[src/rtl/instr_fetch_if.sv]
// Fetch-to-decode interface: the registered instruction slot, its valid/ready
// handshake, and the misaligned-redirect halt status.
//   if_valid       master->slave  if_instr/if_pc hold a valid instruction
//   if_ready       slave->master  decode accepts this cycle
//   if_instr       master->slave  fetched instruction word
//   if_pc          master->slave  byte address of if_instr
//   if_misaligned  master->slave  fetch halted on a misaligned redirect target
//   if_bad_pc      master->slave  offending redirect target while halted
interface instr_fetch_if;
  logic        if_valid;
  logic        if_ready;
  logic [31:0] if_instr;
  logic [31:0] if_pc;
  logic        if_misaligned;
  logic [31:0] if_bad_pc;

  modport master (
    output if_valid,
    input  if_ready,
    output if_instr,
    output if_pc,
    output if_misaligned,
    output if_bad_pc
  );

  modport slave (
    input  if_valid,
    output if_ready,
    input  if_instr,
    input  if_pc,
    input  if_misaligned,
    input  if_bad_pc
  );
endinterface

[src/rtl/instr_fetch.sv]
// Instruction fetch stage of the rv32i core. Owns the PC, addresses the
// combinational-read program memory and registers the returned word toward
// decode, honouring decode back-pressure, execute redirects and misaligned
// redirect targets (which halt fetching). Counts completed decode handshakes.
//   clk, rst_n      clock, synchronous active-low reset
//   imem_addr       byte address to program memory (the pc register)
//   imem_data       instruction word for imem_addr
//   redirect_valid  execute requests a PC change
//   redirect_pc     redirect target
//   fb              fetch-to-decode interface (master side)
//   fetch_count     number of completed if_valid & if_ready handshakes
module instr_fetch #(
  parameter logic [31:0] RESET_PC = 32'h0000_0000,
  parameter logic [31:0] NOP_INSN = 32'h0000_0013
) (
  input  logic                clk,
  input  logic                rst_n,
  output logic [31:0]         imem_addr,
  input  logic [31:0]         imem_data,
  input  logic                redirect_valid,
  input  logic [31:0]         redirect_pc,
  instr_fetch_if.master       fb,
  output logic [31:0]         fetch_count
);

  localparam int unsigned XLEN = 32;

  typedef enum logic {
    RUN  = 1'b0,
    HALT = 1'b1
  } state_t;

  state_t            state_q, state_d;
  logic [XLEN-1:0]   pc_q, pc_d;
  logic              valid_q, valid_d;
  logic [XLEN-1:0]   instr_q, instr_d;
  logic [XLEN-1:0]   out_pc_q, out_pc_d;
  logic              mis_q, mis_d;
  logic [XLEN-1:0]   bad_q, bad_d;
  logic [XLEN-1:0]   count_q, count_d;

  logic handshake;
  logic accept;

  assign handshake = valid_q & fb.if_ready;
  assign accept    = ~valid_q | fb.if_ready;

  // State and datapath registers
  always_ff @(posedge clk) begin
    if (!rst_n) begin
      state_q  <= RUN;
      pc_q     <= RESET_PC;
      valid_q  <= 1'b0;
      instr_q  <= NOP_INSN;
      out_pc_q <= RESET_PC;
      mis_q    <= 1'b0;
      bad_q    <= '0;
      count_q  <= '0;
    end else begin
      state_q  <= state_d;
      pc_q     <= pc_d;
      valid_q  <= valid_d;
      instr_q  <= instr_d;
      out_pc_q <= out_pc_d;
      mis_q    <= mis_d;
      bad_q    <= bad_d;
      count_q  <= count_d;
    end
  end

  // Next-state: redirect first, then capture/hold depending on state
  always_comb begin
    state_d  = state_q;
    pc_d     = pc_q;
    valid_d  = valid_q;
    instr_d  = instr_q;
    out_pc_d = out_pc_q;
    mis_d    = mis_q;
    bad_d    = bad_q;
    count_d  = count_q;

    // A handshake in the same cycle as a redirect still consumes the word.
    if (handshake) begin
      count_d = count_q + XLEN'(1);
    end

    if (redirect_valid) begin
      valid_d = 1'b0;
      pc_d    = redirect_pc;
      if (redirect_pc[1:0] == 2'b00) begin
        state_d = RUN;
        mis_d   = 1'b0;
      end else begin
        state_d = HALT;
        mis_d   = 1'b1;
        bad_d   = redirect_pc;
      end
    end else begin
      unique case (state_q)
        RUN: begin
          if (accept) begin
            instr_d  = imem_data;
            out_pc_d = pc_q;
            valid_d  = 1'b1;
            pc_d     = pc_q + XLEN'(4);
          end
        end
        HALT: begin
          valid_d = 1'b0;
        end
        default: begin
          state_d = RUN;
        end
      endcase
    end
  end

  assign imem_addr        = pc_q;
  assign fb.if_valid      = valid_q;
  assign fb.if_instr      = instr_q;
  assign fb.if_pc         = out_pc_q;
  assign fb.if_misaligned = mis_q;
  assign fb.if_bad_pc     = bad_q;
  assign fetch_count      = count_q;

endmodule

[src/flat_wrapper.sv]
// flat-port wrapper written by rule: the top's interface ports become plain ports
module instr_fetch_flat 
#(
  parameter logic [31:0] RESET_PC = 32'h0000_0000,
  parameter logic [31:0] NOP_INSN = 32'h0000_0013
)
  (clk, rst_n, imem_addr, imem_data, redirect_valid, redirect_pc, fetch_count, fb_if_valid, fb_if_ready, fb_if_instr, fb_if_pc, fb_if_misaligned, fb_if_bad_pc);
  instr_fetch_if fb_i ();
  input  logic clk;
  input  logic rst_n;
  output logic [31:0] imem_addr;
  input  logic [31:0] imem_data;
  input  logic redirect_valid;
  input  logic [31:0] redirect_pc;
  output logic [31:0] fetch_count;
  output wire logic [$bits(fb_i.if_valid)-1:0] fb_if_valid;
  input wire logic [$bits(fb_i.if_ready)-1:0] fb_if_ready;
  output wire logic [$bits(fb_i.if_instr)-1:0] fb_if_instr;
  output wire logic [$bits(fb_i.if_pc)-1:0] fb_if_pc;
  output wire logic [$bits(fb_i.if_misaligned)-1:0] fb_if_misaligned;
  output wire logic [$bits(fb_i.if_bad_pc)-1:0] fb_if_bad_pc;
  assign fb_if_valid = fb_i.if_valid;
  assign fb_i.if_ready = fb_if_ready;
  assign fb_if_instr = fb_i.if_instr;
  assign fb_if_pc = fb_i.if_pc;
  assign fb_if_misaligned = fb_i.if_misaligned;
  assign fb_if_bad_pc = fb_i.if_bad_pc;
  instr_fetch #(.RESET_PC(RESET_PC), .NOP_INSN(NOP_INSN)) u_core (.clk(clk), .rst_n(rst_n), .imem_addr(imem_addr), .imem_data(imem_data), .redirect_valid(redirect_valid), .redirect_pc(redirect_pc), .fb(fb_i), .fetch_count(fetch_count));
endmodule
[config.mk]
export PLATFORM = sky130hd
export DESIGN_NAME = instr_fetch_flat
export DESIGN_NICKNAME = d
export VERILOG_FILES = /design/src/rtl/instr_fetch_if.sv /design/src/rtl/instr_fetch.sv /design/src/flat_wrapper.sv
export SDC_FILE = /design/constraint.sdc
export NUM_CORES = 1
export LEC_CHECK = 0
export ABC_AREA = 1
export ABC_CLOCK_PERIOD_IN_PS = 2140
export CAP_MARGIN = 20
export CORE_UTILIZATION = 47
export CTS_CLUSTER_DIAMETER = 100
export CTS_CLUSTER_SIZE = 40
export DETAILED_ROUTE_END_ITERATION = 8
export GPL_ROUTABILITY_DRIVEN = 0
export HOLD_SLACK_MARGIN = 0.02
export PLACE_DENSITY = 0.81
export SLEW_MARGIN = 20
export SYNTH_ARGS = -nofsm -noshare
export SYNTH_HDL_FRONTEND = slang
export SYNTH_SLANG_ARGS = --single-unit
[constraint.sdc]
create_clock -name clk -period 2.14 [get_ports clk]
set_clock_uncertainty 0.1 [all_clocks]
set_input_delay 0.428 -clock clk [delete_from_list [all_inputs] [get_ports clk]]
set_output_delay 0.428 -clock clk [all_outputs]
set_load 0.01 [all_outputs]
Word-level counts from Yosys, hierarchy flattened
Cells that the tools add are included.

Register bits: 162. Output and inout bits: 162. Word-level logic and storage cells: 30.

Add/subtract/negate cells: 2. Equal/unequal tests: 2. Multiplexer cells: 6. Bitwise logic cells: 7. Reduce and logical (&&, ||, !) cells: 6.

Operators with widths (count): 32-bit two-way mux (3); 32-bit by 1-bit adder with 32-bit output (second input constant) (1); 32-bit by 3-bit adder with 32-bit output (second input constant) (1); 1-bit inverter (5); 2-bit AND reduction (2); 3-bit AND reduction (1); 2-bit logical NOT (1); 1-bit two-way mux (2); 2-bit by 1-bit != test with 1-bit output (second input constant) (1); 2-bit != test (second input constant) (1); 1-bit one-hot mux with 2 select lines (1); 2-bit nonzero test (1); 2-bit OR reduction (1); 1-bit AND (1); 1-bit bitwise OR (1).

Logic depth before layout (Yosys ltp)
Word-level depth: 5. Depth in mapped cells: 11. Mapped depth without buffers: 11.

Least setup slack after synthesis
Ideal clock, no wire load.

Path type: reg-to-reg. Start: register u_core.pc_q[3] (netlist: u_core.imem_addr[3]). End: register u_core.pc_q[22] (netlist: u_core.imem_addr[22]). Library setup time: 110 ps. Arrival time: 1390 ps. Slack: 540 ps. Cell stages (with the launch flop): 11. Buffers on the path: 0. Clock period less this slack: 1600 ps. Path through: dfxtp_1 > ha_1 > nand2_2 > nor2_4 > nand2_4 > nor2_8 > nand3_1 > nand2_1 > nand3b_1 > nand2_1 > inv_1.

Cells in the longest elaborated chain, start to end: 4.

Ends and longest elaborated chain: from (decl) (line instr_fetch.sv:34) `logic [XLEN-1:0] pc_q, pc_d;`; from (signal assigned) (line instr_fetch.sv:61) `pc_q <= pc_d;`; 32-bit by 3-bit adder with 32-bit output (line instr_fetch.sv:105) `pc_d = pc_q + XLEN'(4);`; 32-bit two-way mux (line instr_fetch.sv:101) `if (accept) begin`; 32-bit two-way mux (line instr_fetch.sv:99) `unique case (state_q)`; 32-bit two-way mux (line instr_fetch.sv:87) `if (redirect_valid) begin`.

No other way between the ends. The select of a mux whose other input is x is not followed. A chain may end at the register's enable or synchronous reset.

Worst setup path after layout
Start: register u_core.pc_q[18] (netlist: u_core.imem_addr[18]). End: output port imem_addr[18].

RTL lines: to (decl) (line flat_wrapper.sv:11) `output logic [31:0] imem_addr;`.

No word-level cell between the ends.

==> flow_summary.yaml <==
yosys:
  synth_edf_count: 0
  synth_compound_area_share_pct: 13.45
  yosysTopAreaCellShare_pct: 44.41
  synth_top_cells_by_area: "dfxtp_1 44%, nor2_1 12%, nand2_1 9.5%"
  synthMuxAreaShare_pct: 0
  ys_ff_latch: 162
  ys_async_sr_fraction_pct: 0
  yosysTopAreaCell: "dfxtp_1"
  synthSimpleGateAreaFrac_pct: 32.42
  synthAdderAreaFrac_pct: 0.3427
  syn_area_per_cell_um2: 6.915
  ys.warnings.count: 0
  syn_inst: 1056
  synth_xor_area_share_pct: 0.7197
  syn_nets: 1126
  synth.yosys.seq_area_share_pct: 44.41
  syn_area_um2: 7302
  synth_top_family_by_area: "simple AND/OR/NAND/NOR gates"
  synth_ff_type: "dfxtp_1"
  synth_cell_types: 39
critical_path:
  crit_chain: "clkdlybuf4s50_1"
  crit_path_top_delay_cell: "clkdlybuf4s50_1"
  crit_arrival_ns: 1.51
  r2r_start: "u_core.fetch_count[0]$_SDFFE_PN0P_"
  path_max_fanout: 5
  path_delay_family: "buffers and inverters"
  regToRegEndpoint: "u_core.fetch_count[20]$_SDFFE_PN0P_"
  crit_path_end_kind: "output pin"
  ff2ff_path_depth: 8
  path_class: "register to output pin"
  required_ns: 1.61
  path_buf_inv: 1
  worst_setup_path_start_kind: "register"
  rrSetupSlack_ns: 0.36
  crit_start: "u_core.imem_addr[18]$_SDFFE_PN0P_"
  slowest_delay_ns: 0.60
  endpoint: "imem_addr[18]"
  cp.depth: 1
drt:
  antenna_left: 0
  viasPerCell: 5.189
  dr.pass1.iters: 5
  drcViolationCount: 0
  vias: 7836
  first_iter_violations: 509
  detail_route.wl_per_cell_um: 15.02
  totalWireLength_um: 22680
timing:
  rsz0062_at_grt: "no"
  finalCriticalPeriod_ns: 2.040
  setup_viol: 0
  slew_violations: 0
  hold_viol: 0
  clock.fmax_mhz: 490.1
  timing.final.crit_share_pct: 95.34
  worst_pin_slew_ns: 0.4503
  fin_setup_tns_ns: 0
  setup_ws_ns: 0.09969
  relSlewSlack_pct: 69.87
  holdWs_ns: 0.3618
grt:
  grt_util_all_layers_pct: 28.30
  antenna_found_initial: 0
  first_global_vias: 7226
  overflow: 0
  grt_first_pass_wirelength_um: 35950
  grt_max_degree: 58
cts:
  cts-root-buf: "clkbuf_16"
  path_clk_slew_ns: 0.06
  post_cts_buffers: 0
  cts_tree: "done"
  cts_buffers: 17
  insertion_delay_ns: 0.43
  h-tree-depth: 4
  cts_buffer_depth: 2
  clock_sinks: 162
power:
  p_leak_nw: 4.397
  power_density_nw_per_um2: 754.9
  irDropWorstVdd_mv: 0.6139
cells_and_area:
  diodes: 0
  final_cell_area_um2: 10750
  fin_nets: 1379
  drive_above_1_share_pct: 8.850
  regArea_um2: 3244
  fill_cells: 1273
  multi_input_area_um2: 3427
  syn_to_final_growth_pct: 47.22
floorplanning:
  dieArea_um2: 16040
  dieHeight_um: 126.6
  start_util_pct: 48.03
  core_area_um2: 15200
  fp-row-count: 45
  ioPinCount: 230
  die_w_um: 126.6
min_path:
  holdCritPathClass: "register to register"
  min_path_cells: 2
place:
  postPlaceCellArea_um2: 10070
  io_buffers: 229
  dp.final_hpwl_um: 16450
  place_ws_ns: -0.01445
run_status:
  status: "finished, final reports clean"
flow_run:
  cap_viol_max_count: 0
-- metrics by stage --
step,instances,util [%],total power [W]
finish,1510,70.72,0.008115
global placement,1478,66.25,0.004639
detailed placement,1478,66.25,0.004656
global route,1510,70.72,0.008405
CTS,1510,70.71,0.008153
floorplan,1056,-,0.003915
-- flip-flops by register name, indices dropped and copies added, names as in the netlist --
register	cells
u_core.fb.if_bad_pc	32
u_core.fb.if_instr	32
u_core.fb.if_pc	32
u_core.fetch_count	32
u_core.imem_addr	32
u_core.fb.if_valid	1
u_core.state_q	1
-- layout by cell type (no fill, tap or decap), types with 15 or more instances in the layout --
master,instances
a21oi_1,41
buf_4,44
clkbuf_16,17
clkdlybuf4s50_1,228
dfxtp_1,161
inv_1,111
nand2_1,185
nand3_1,51
nand4_1,15
nor2_1,237
nor3_1,23
o21ai_0,99
-- synth_stat cells (3+ instances only) --
master,number
a211oi_1,7
nor3_1,23
o21a_1,4
nor2_2,9
a31oi_1,12
nor2_1,237
a21oi_1,41
nand2_2,7
buf_2,19
nand2_1,185
nand3_1,51
clkbuf_1,21
o22ai_1,5
dfxtp_1,162
o21ai_0,99
nand3b_1,6
xor2_1,4
nand4_1,15
nor2_4,4
buf_4,3
inv_1,112
o211a_1,3
-- repair_timing --
action / CTS / global route
hold buffers: 0 / 0
setup endpoints to repair: 0 / 1
gates resized for setup: 0 / 1
-- how the worst min path moves through the flow --
stage / end / slack (ns) / start
detailed placement: u_core.fb.if_bad_pc[0]$_SDFFE_PN0P_ / 0.36 / u_core.fb.if_bad_pc[0]$_SDFFE_PN0P_
global placement: u_core.fb.if_bad_pc[0]$_SDFFE_PN0P_ / 0.35 / u_core.fb.if_bad_pc[0]$_SDFFE_PN0P_
floorplan: u_core.fb.if_bad_pc[0]$_SDFFE_PN0P_ / 0.38 / u_core.fb.if_bad_pc[0]$_SDFFE_PN0P_
global route: u_core.fb.if_bad_pc[0]$_SDFFE_PN0P_ / 0.40 / u_core.fb.if_bad_pc[0]$_SDFFE_PN0P_
finish: u_core.fb.if_bad_pc[0]$_SDFFE_PN0P_ / 0.36 / u_core.fb.if_bad_pc[0]$_SDFFE_PN0P_
CTS: u_core.fb.if_bad_pc[0]$_SDFFE_PN0P_ / 0.36 / u_core.fb.if_bad_pc[0]$_SDFFE_PN0P_
-- logic make-up (layout without fill, tap and decap cells) --
family,Yosys count,count (layout)
AND/OR/NAND/NOR,548,548
AO/OA/AOI/OAI,179,179
flip-flops,162,162
buffers and inverters,159,425
XOR/XNOR,6,6
adder cells (fa/ha/maj),2,2
-- metal layers --
| layer | vias up | track usage [%] | wire length, µm |
|---|---|---|---|
| met5 | - | 0 | 0 |
| met4 | 0 | 11.41 | 621 |
| met3 | 45 | 6.875 | 1896 |
| met2 | 347 | 46.18 | 10400 |
| met1 | 3548 | 35.94 | 9758 |
| li1 | 3896 | - | - |
-- area by class of cell --
cell class / instances / share of cell area [%]
Clock buffer: 17 / 3.957
Tap cell: 188 / 2.188
Sequential cell: 162 / 30.18
Multi-Input combinational cell: 735 / 31.88
Clock inverter: 15 / 2.351
Timing Repair Buffer: 279 / 25.47
Inverter: 114 / 3.980
-- worst min-delay path, stage by stage (launching register included) --
cell     delay [ns]
dfxtp_1        0.31
nand2_1        0.06
a21oi_1        0.05
-- where the power goes --
part           switching, W  leakage (nW)  internal, W
logic              0.000594          2.75     0.000657
registers          0.000138          1.33      0.00321
clock network       0.00131         0.313      0.00220
Power figures use the tool's default switching activity.
